## src/rtl/control_unit_pkg.sv

```systemverilog
// Shared definitions for the control sequencer: state encodings, opcode
// values, instruction classes and the packed strobe vector that the decode
// block produces for the top level.
package control_unit_pkg;

   // Sequencer states. Nine legal codes in a 4-bit register; every other
   // code is treated as corruption and steers back to S_RST.
   typedef enum logic [3:0] {
      S_RST  = 4'd0,
      T0     = 4'd1,
      T1     = 4'd2,
      T2     = 4'd3,
      T3     = 4'd4,
      T4     = 4'd5,
      T5     = 4'd6,
      T6     = 4'd7,
      S_HALT = 4'd8
   } state_t;

   // Opcodes (IR[31:27])
   localparam logic [4:0] OP_ADD  = 5'b00011;
   localparam logic [4:0] OP_SUB  = 5'b00100;
   localparam logic [4:0] OP_AND  = 5'b00101;
   localparam logic [4:0] OP_OR   = 5'b00110;
   localparam logic [4:0] OP_SHR  = 5'b00111;
   localparam logic [4:0] OP_SHRA = 5'b01000;
   localparam logic [4:0] OP_SHL  = 5'b01001;
   localparam logic [4:0] OP_ROR  = 5'b01010;
   localparam logic [4:0] OP_ROL  = 5'b01011;
   localparam logic [4:0] OP_MUL  = 5'b01111;
   localparam logic [4:0] OP_DIV  = 5'b10000;
   localparam logic [4:0] OP_NEG  = 5'b10001;
   localparam logic [4:0] OP_NOT  = 5'b10010;
   localparam logic [4:0] OP_NOP  = 5'b11010;
   localparam logic [4:0] OP_HALT = 5'b11011;

   // Instruction classes; each class shares one execute sequence.
   typedef enum logic [2:0] {
      CLS_NONE   = 3'd0,   // nop and unlisted opcodes: fetch only
      CLS_ALU3   = 3'd1,   // Ra <= Rb op Rc
      CLS_MULDIV = 3'd2,   // HI:LO <= Ra op Rb
      CLS_UNARY  = 3'd3,   // Ra <= op Rb
      CLS_HALT   = 3'd4
   } op_class_t;

   // Strobe vector driven by the decode block.
   typedef struct packed {
      logic       pc_out;
      logic       pc_in;
      logic       inc_pc;
      logic       ir_in;
      logic       mar_in;
      logic       mdr_in;
      logic       mdr_out;
      logic       read;
      logic       y_in;
      logic       z_in;
      logic       zlow_out;
      logic       zhigh_out;
      logic       lo_in;
      logic       hi_in;
      logic       gra;
      logic       grb;
      logic       grc;
      logic       r_in;
      logic       r_out;
      logic [4:0] alu;
      logic       run;
   } ctrl_t;

   function automatic op_class_t op_class(input logic [4:0] op);
      op_class_t cls;
      case (op)
         OP_ADD, OP_SUB, OP_AND, OP_OR, OP_SHR,
         OP_SHRA, OP_SHL, OP_ROR, OP_ROL:  cls = CLS_ALU3;
         OP_MUL, OP_DIV:                   cls = CLS_MULDIV;
         OP_NEG, OP_NOT:                   cls = CLS_UNARY;
         OP_HALT:                          cls = CLS_HALT;
         default:                          cls = CLS_NONE;
      endcase
      return cls;
   endfunction

endpackage

```

## src/rtl/control_unit_decode.sv

```systemverilog
// Combinational decode of sequencer state + opcode into datapath strobes.
// Ports:
//   state   in  state_t  registered sequencer state
//   opcode  in  OPW      IR[31:27]; only consulted from T3 onward
//   ctrl    out ctrl_t   strobe vector, ALU select and run flag
// Each state asserts at most one bus driver (*_out or R_out).
module control_unit_decode
   import control_unit_pkg::*;
#(
   parameter int OPW = 5
) (
   input  state_t         state,
   input  logic [OPW-1:0] opcode,
   output ctrl_t          ctrl
);

   op_class_t cls;
   assign cls = op_class(opcode);

   always_comb begin
      ctrl = '0;
      case (state)
         T0: begin
            ctrl.pc_out = 1'b1;
            ctrl.mar_in = 1'b1;
            ctrl.inc_pc = 1'b1;
            ctrl.z_in   = 1'b1;
         end
         T1: begin
            // Held unchanged through a memory stall; reloading PC from Z
            // is harmless because Z is not re-captured here.
            ctrl.zlow_out = 1'b1;
            ctrl.pc_in    = 1'b1;
            ctrl.read     = 1'b1;
            ctrl.mdr_in   = 1'b1;
         end
         T2: begin
            ctrl.mdr_out = 1'b1;
            ctrl.ir_in   = 1'b1;
         end
         T3: begin
            case (cls)
               CLS_ALU3: begin
                  ctrl.grb   = 1'b1;
                  ctrl.r_out = 1'b1;
                  ctrl.y_in  = 1'b1;
               end
               CLS_MULDIV: begin
                  ctrl.gra   = 1'b1;
                  ctrl.r_out = 1'b1;
                  ctrl.y_in  = 1'b1;
               end
               CLS_UNARY: begin
                  ctrl.grb   = 1'b1;
                  ctrl.r_out = 1'b1;
                  ctrl.z_in  = 1'b1;
                  ctrl.alu   = opcode;
               end
               default: ;
            endcase
         end
         T4: begin
            case (cls)
               CLS_ALU3: begin
                  ctrl.grc   = 1'b1;
                  ctrl.r_out = 1'b1;
                  ctrl.z_in  = 1'b1;
                  ctrl.alu   = opcode;
               end
               CLS_MULDIV: begin
                  ctrl.grb   = 1'b1;
                  ctrl.r_out = 1'b1;
                  ctrl.z_in  = 1'b1;
                  ctrl.alu   = opcode;
               end
               CLS_UNARY: begin
                  ctrl.zlow_out = 1'b1;
                  ctrl.gra      = 1'b1;
                  ctrl.r_in     = 1'b1;
               end
               default: ;
            endcase
         end
         T5: begin
            case (cls)
               CLS_ALU3: begin
                  ctrl.zlow_out = 1'b1;
                  ctrl.gra      = 1'b1;
                  ctrl.r_in     = 1'b1;
               end
               CLS_MULDIV: begin
                  ctrl.zlow_out = 1'b1;
                  ctrl.lo_in    = 1'b1;
               end
               default: ;
            endcase
         end
         T6: begin
            if (cls == CLS_MULDIV) begin
               ctrl.zhigh_out = 1'b1;
               ctrl.hi_in     = 1'b1;
            end
         end
         default: ;   // S_RST, S_HALT and illegal codes drive nothing
      endcase
      ctrl.run = (state inside {T0, T1, T2, T3, T4, T5, T6});
   end

endmodule

```

## src/rtl/control_unit.sv

```systemverilog
// Hardwired Moore control sequencer for the datapath: fetch (T0..T2) plus
// execute sequences for 3-operand ALU, mul/div, neg/not, nop and halt.
// Ports:
//   clk             in   system clock
//   clr             in   synchronous active-low reset
//   IR_Data         in   instruction register; opcode in [31:27]
//   mem_ready       in   memory data valid, releases the T1 stall
//   PC_out..R_out   out  datapath strobes (pure decode of state + opcode)
//   alu_instruction out  ALU op select, nonzero only in the Z_in cycle of an ALU op
//   run             out  high in T0..T6
module control_unit
   import control_unit_pkg::*;
#(
   parameter int OPW           = 5,
   parameter int RESET_PC_HOLD = 1
) (
   input  logic           clk,
   input  logic           clr,
   input  logic [31:0]    IR_Data,
   input  logic           mem_ready,
   output logic           PC_out,
   output logic           PC_in,
   output logic           IncPC,
   output logic           IR_in,
   output logic           MAR_in,
   output logic           MDR_in,
   output logic           MDR_out,
   output logic           Read,
   output logic           Y_in,
   output logic           Z_in,
   output logic           Zlow_out,
   output logic           Zhigh_out,
   output logic           LO_in,
   output logic           HI_in,
   output logic           Gra,
   output logic           Grb,
   output logic           Grc,
   output logic           R_in,
   output logic           R_out,
   output logic [OPW-1:0] alu_instruction,
   output logic           run
);

   localparam int HOLD_W = (RESET_PC_HOLD < 1) ? 1 : $clog2(RESET_PC_HOLD + 1);

   state_t            state_reg, state_next;
   logic [HOLD_W-1:0] hold_cnt_reg, hold_cnt_next;
   logic [OPW-1:0]    opcode;
   ctrl_t             ctrl;
   logic              unused_ir;

   assign opcode    = IR_Data[31 -: OPW];
   assign unused_ir = ^IR_Data[31-OPW:0];

   // State register
   always_ff @(posedge clk) begin
      if (!clr) begin
         state_reg    <= S_RST;
         hold_cnt_reg <= '0;
      end else begin
         state_reg    <= state_next;
         hold_cnt_reg <= hold_cnt_next;
      end
   end

   // Next-state logic
   always_comb begin
      state_next    = S_RST;
      hold_cnt_next = '0;
      case (state_reg)
         S_RST: begin
            // Count clr-released cycles spent here before starting fetch.
            if (32'(hold_cnt_reg) + 1 >= RESET_PC_HOLD) begin
               state_next = T0;
            end else begin
               state_next    = S_RST;
               hold_cnt_next = hold_cnt_reg + HOLD_W'(1);
            end
         end
         T0: state_next = T1;
         T1: state_next = mem_ready ? T2 : T1;
         T2: begin
            case (op_class(opcode))
               CLS_HALT: state_next = S_HALT;
               CLS_NONE: state_next = T0;
               default:  state_next = T3;
            endcase
         end
         T3: state_next = (op_class(opcode) == CLS_NONE) ? T0 : T4;
         T4: begin
            case (op_class(opcode))
               CLS_ALU3, CLS_MULDIV: state_next = T5;
               default:              state_next = T0;
            endcase
         end
         T5: state_next = (op_class(opcode) == CLS_MULDIV) ? T6 : T0;
         T6: state_next = T0;
         S_HALT: state_next = S_HALT;
         default: state_next = S_RST;   // illegal encoding recovers via reset state
      endcase
   end

   // Output decode
   control_unit_decode #(
      .OPW (OPW)
   ) u_decode (
      .state  (state_reg),
      .opcode (opcode),
      .ctrl   (ctrl)
   );

   assign PC_out          = ctrl.pc_out;
   assign PC_in           = ctrl.pc_in;
   assign IncPC           = ctrl.inc_pc;
   assign IR_in           = ctrl.ir_in;
   assign MAR_in          = ctrl.mar_in;
   assign MDR_in          = ctrl.mdr_in;
   assign MDR_out         = ctrl.mdr_out;
   assign Read            = ctrl.read;
   assign Y_in            = ctrl.y_in;
   assign Z_in            = ctrl.z_in;
   assign Zlow_out        = ctrl.zlow_out;
   assign Zhigh_out       = ctrl.zhigh_out;
   assign LO_in           = ctrl.lo_in;
   assign HI_in           = ctrl.hi_in;
   assign Gra             = ctrl.gra;
   assign Grb             = ctrl.grb;
   assign Grc             = ctrl.grc;
   assign R_in            = ctrl.r_in;
   assign R_out           = ctrl.r_out;
   assign alu_instruction = ctrl.alu;
   assign run             = ctrl.run;

endmodule

```

## config.mk

```make
export PLATFORM = sky130hd
export DESIGN_NAME = control_unit
export DESIGN_NICKNAME = d
export VERILOG_FILES = /design/src/rtl/control_unit_pkg.sv /design/src/rtl/control_unit_decode.sv /design/src/rtl/control_unit.sv
export SDC_FILE = /design/constraint.sdc
export NUM_CORES = 1
export LEC_CHECK = 0
export ABC_AREA = 1
export CORE_MARGIN = 2
export CORE_UTILIZATION = 28
export DETAILED_ROUTE_END_ITERATION = 10
export GPL_ROUTABILITY_DRIVEN = 0
export PLACE_DENSITY = 0.85
export SYNTH_ARGS = -nofsm -noshare
export SYNTH_HDL_FRONTEND = slang
export SYNTH_SLANG_ARGS = --single-unit
```

## constraint.sdc

```tcl
create_clock -name clk -period 1.42 [get_ports clk]
set_input_delay 0.284 -clock clk [delete_from_list [all_inputs] [get_ports clk]]
set_output_delay 0.284 -clock clk [all_outputs]
set_load 0.05 [all_outputs]
```

==> metrics, run 1 <==
initial antenna violation count 0; die extent in y 52.5 µm; Synth async-reset ratio 0%; Seq/Total Area, Yosys 12.1%; Synth Cell Area 659 µm²; Clock Sinks 4; PortBufs 32; dpl hpwl 2270 µm; pre-CTS setup slack -965 ps; largest net degree at the start of global routing 7; Post-Synthesis Cells 112; Synth Flop Type dfxtp_1; Die X 52.5 µm; Syn Area/Cell 5.89 µm²; TritonCTS buffer count 3; Last stage global routing; Synth area leader dfxtp_1; # IOs 60; Worst End Pin Type top-level output; Root Driver clkbuf_4; Starting Density 29.8%; error message [ERROR DPL-0033] detailed placement checks failed during check placement.; result of the run did not finish; CTS H-tree lvls 1; post-synthesis net count 149; Post-synth EDFFs 0; share of the synthesized area in the top cell type 12.1%; synthesized flop and latch total 4; synth warn 0; top cells by area, synth dfxtp_1 (12%), inv_1 (11%), nand2_1 (11%), nor2_1 (9.1%), buf_4 (6.8%); Yosys cell types 24; Placed Area 0.00169 mm²; clock tree buffer depth 2; worst setup endpoint after the global-route repair_timing alu_instruction[2]; # rows 17
[cell usage after synthesis (2+ instances only)]
cell	n
dfxtp_1	4
nand2_2	7
nor2_2	4
nand2_1	20
inv_1	20
ha_1	2
a21oi_1	4
nand3_2	3
inv_2	2
nor3_1	3
nand2_4	3
nor2_1	16
nand3_1	8
buf_4	6
[cell families after synthesis]
kind of cell / Yosys count / share of synthesized area [%]
buffers and inverters: 28 / 19.4
adder cells (fa/ha/maj): 2 / 3.79
AND/OR/NAND/NOR: 68 / 54.3
flip-flops: 4 / 12.1
AO/OA/AOI/OAI: 10 / 10.4
[timing repair]
action                     CTS
setup endpoints to repair   29
setup buffers               11
pin swaps                   29
resized for setup           80
hold buffers                 0
[metrics by stage]
step | std cells | util, % | hold WS, ps | setup TNS (ps)
after global placement | 200 | 76.6 | 605 | -15170
after floorplan | 112 | - | 382 | -4870
after detailed placement | 200 | 76.6 | 621 | -16510
after CTS | 214 | 90.6 | 638 | -7460
==> inputs of run 2 (changes only) <==
Settings changed: CORE_AREA from default to 2 2 63 65, CORE_MARGIN 2 to default, CORE_UTILIZATION 28 to default, DIE_AREA from default to 0 0 65 67, PLACE_DENSITY 0.85 to default, PLACE_DENSITY_LB_ADDON from default to 0.15.
Clock period 1.42 ns to 1.8 ns, I/O delays scaled along.
==> metrics, run 2 <==
Clock transition at path regs 30 ps; synthesized flop and latch total 4 (unchanged); fin util 52.0%; GR Overflow Total 0; first-pass GRT wire length 4150 µm; Yosys cell types 24 (unchanged); Clock Skew 2.47 ps; Fin Setup TNS -1880 ps; largest net degree at the start of global routing 7; endpoint type of the worst setup path output port; Max Fclk 506 MHz; Clock Sinks 4 (unchanged); # hold bufs at CTS 0 (unchanged); fillers 322; P per Cell Area 552 mW/mm²; Area Growth Syn to Fin 184%; Synth area leader dfxtp_1; antenna cells 0; CP Launch Type input pin; final net count 214; Slew Limit Fails 0; Worst Slack Setup Final -177 ps; Syn Area/Cell 5.89 µm² (unchanged); commonest non-fill, non-tap cell in the layout buf_4; post-synthesis net count 149 (unchanged); overall power 1.03 mW; Seq/Total Area, Yosys 12.1% (unchanged); Post-Synthesis Cells 112 (unchanged); most frequent cells in the layout buf_4 (32), buf_12 (26), nand2_1 (11), nand2_4 (10), inv_1 (10); commonest cells in the netlist inv_1 (20), nand2_1 (20), nor2_1 (16), nand3_1 (8), nand2_2 (7); Worst EP arrival 1620 ps; Synth Flop Type dfxtp_1; Worst R2R End state_reg[1]; Synth Cell Area 659 µm² (unchanged); Clock Latency Late Sink 210 ps; Worst Hold Launch state_reg[2]; PortBufs 32 (unchanged); Die ar. 0.00436 mm²; max FFs per register 4; # Max-Cap Violations 0; worst reg2reg startpoint state_reg[0]; residual DRC count 0; Min-Delay Path Class reg -> reg; Post-synth EDFFs 0 (unchanged); Slew HR 83.3%; First-pass DRT Iterations 4; Crit path required time 1440 ps; Crit Path Class in -> out; Leakage 0.871 nW; Post-DRT Antenna Nets 0; VDD IR-drop max 0.236 mV; clock tree buffer depth 2 (unchanged); Synth async-reset ratio 0% (unchanged); dpl hpwl 1900 µm (-16%); initial antenna violation count 0; CP max FO 5; routed vias/inst 4.11; via count 916; WL per Instance 10.9 µm; 1st-iter DRT viols 48; post-route clock period utilization 110%; # rows 22 (+5); fraction of layout cells with a size suffix above 1 74.9%; Die X 65 µm (+24%); Starting Density 18.3% (-12 points); result of the run finished, violations left; top cells by area, synth dfxtp_1 (12%), inv_1 (11%), nand2_1 (11%), nor2_1 (9.1%), buf_4 (6.8%); final hold vios 0; Hold Path Depth 3; Slew @ Worst Pin 251 ps; TritonCTS buffer count 3 (unchanged); final hold slack 629 ps; failing checks setup timing; # IOs 60 (unchanged); synth warn 0 (unchanged); R2R setup slack 460 ps; core footprint 0.00361 mm²; CTS tree yes; share of the synthesized area in the top cell type 12.1% (unchanged); Min Clock Period, post-route 1980 ps; vias in the first global route 919; RSZ-0062 raised after global routing true; CTS H-tree lvls 1 (unchanged); die extent in y 67 µm (+28%); All-Layer GR Usage 12.0%; final wirelength 2430 µm; worst hold endpoint state_reg[3]; Root Driver clkbuf_8; R2R cell count 10; Final setup viols 16
## run 2: cell counts after synthesis
No cell type changed its count.
## run 2: cell type report
type                    count  area (µm²)  share of cell area [%]
repair buffers             66         840                    44.8
flip-flops and latches      4        80.1                    4.27
clock buffers               3        41.3                    2.20
multi-input cells          80         756                    40.3
well taps                  48        60.1                    3.20
inverters                  22        97.6                    5.21
## run 2: metal layers
metal,GRT usage [%],part of all wire (%)
met3,2.36,5.5
met4,0.798,0
met2,22.6,56
met1,14.5,39
met5,0,0
## run 2: how the worst max path moves through the flow
stage | from | endpoint | slack [ps] | depth (start not counted)
2_1_floorplan | IR_Data[27] | Zhigh_out | -440 | 8
6_report | IR_Data[27] | Zlow_out | -180 | 13
4_1_cts | IR_Data[28] | HI_in | -180 | 10
3_3_place_gp | IR_Data[27] | HI_in | -680 | 10
3_5_place_dp | IR_Data[27] | HI_in | -700 | 10
5_1_grt | IR_Data[27] | Zlow_out | -240 | 13
## run 2: what timing repair did
action,CTS,global route
gates resized for setup,58,20
pin swaps,22,9
endpoints found under the hold margin,0,0
setup endpoints to repair,19,16
setup buffers,6,6
## run 2: report_power, final
part | switching (mW) | total, mW | internal, mW
Clock | 0.0441 | 0.186 | 0.142
Sequential | 0.0111 | 0.111 | 0.0996
Combinational | 0.409 | 0.737 | 0.327
Total | 0.464 | 1.03 | 0.569
## run 2: worst max-delay path: stages
cell and delay [ps]:
buf_8 110, ha_4 260, nand2_4 40, nor2_4 80, inv_2 70, nand2_4 90
nand2_1 70, inv_2 90, nand2_2 100, nand2_4 90, nor2_2 50, nand2_4 70
buf_12 130
## run 2: cells by family (layout without fill, tap and decap cells)
logic type,count (synthesis),after routing,share of synthesized area (%)
AND/OR/NAND/NOR,68,68,54.3
AO/OA/AOI/OAI,10,10,10.4
adder cells (fa/ha/maj),2,2,3.79
buffers and inverters,28,91,19.4
flip-flops,4,4,12.1
## run 2: metrics by stage
| stage | cells | setup WS, ps | instance area (µm²) |
|---|---|---|---|
| floorplan | 112 | -436 | 797 |
| global placement | 209 | -681 | 1560 |
| detailed placement | 209 | -698 | 1560 |
| CTS | 217 | -180 | 1760 |
| global route | 223 | -244 | 1870 |
| finish | 223 | -177 | 1870 |
Note: power is estimated with default switching activity, not from simulation.
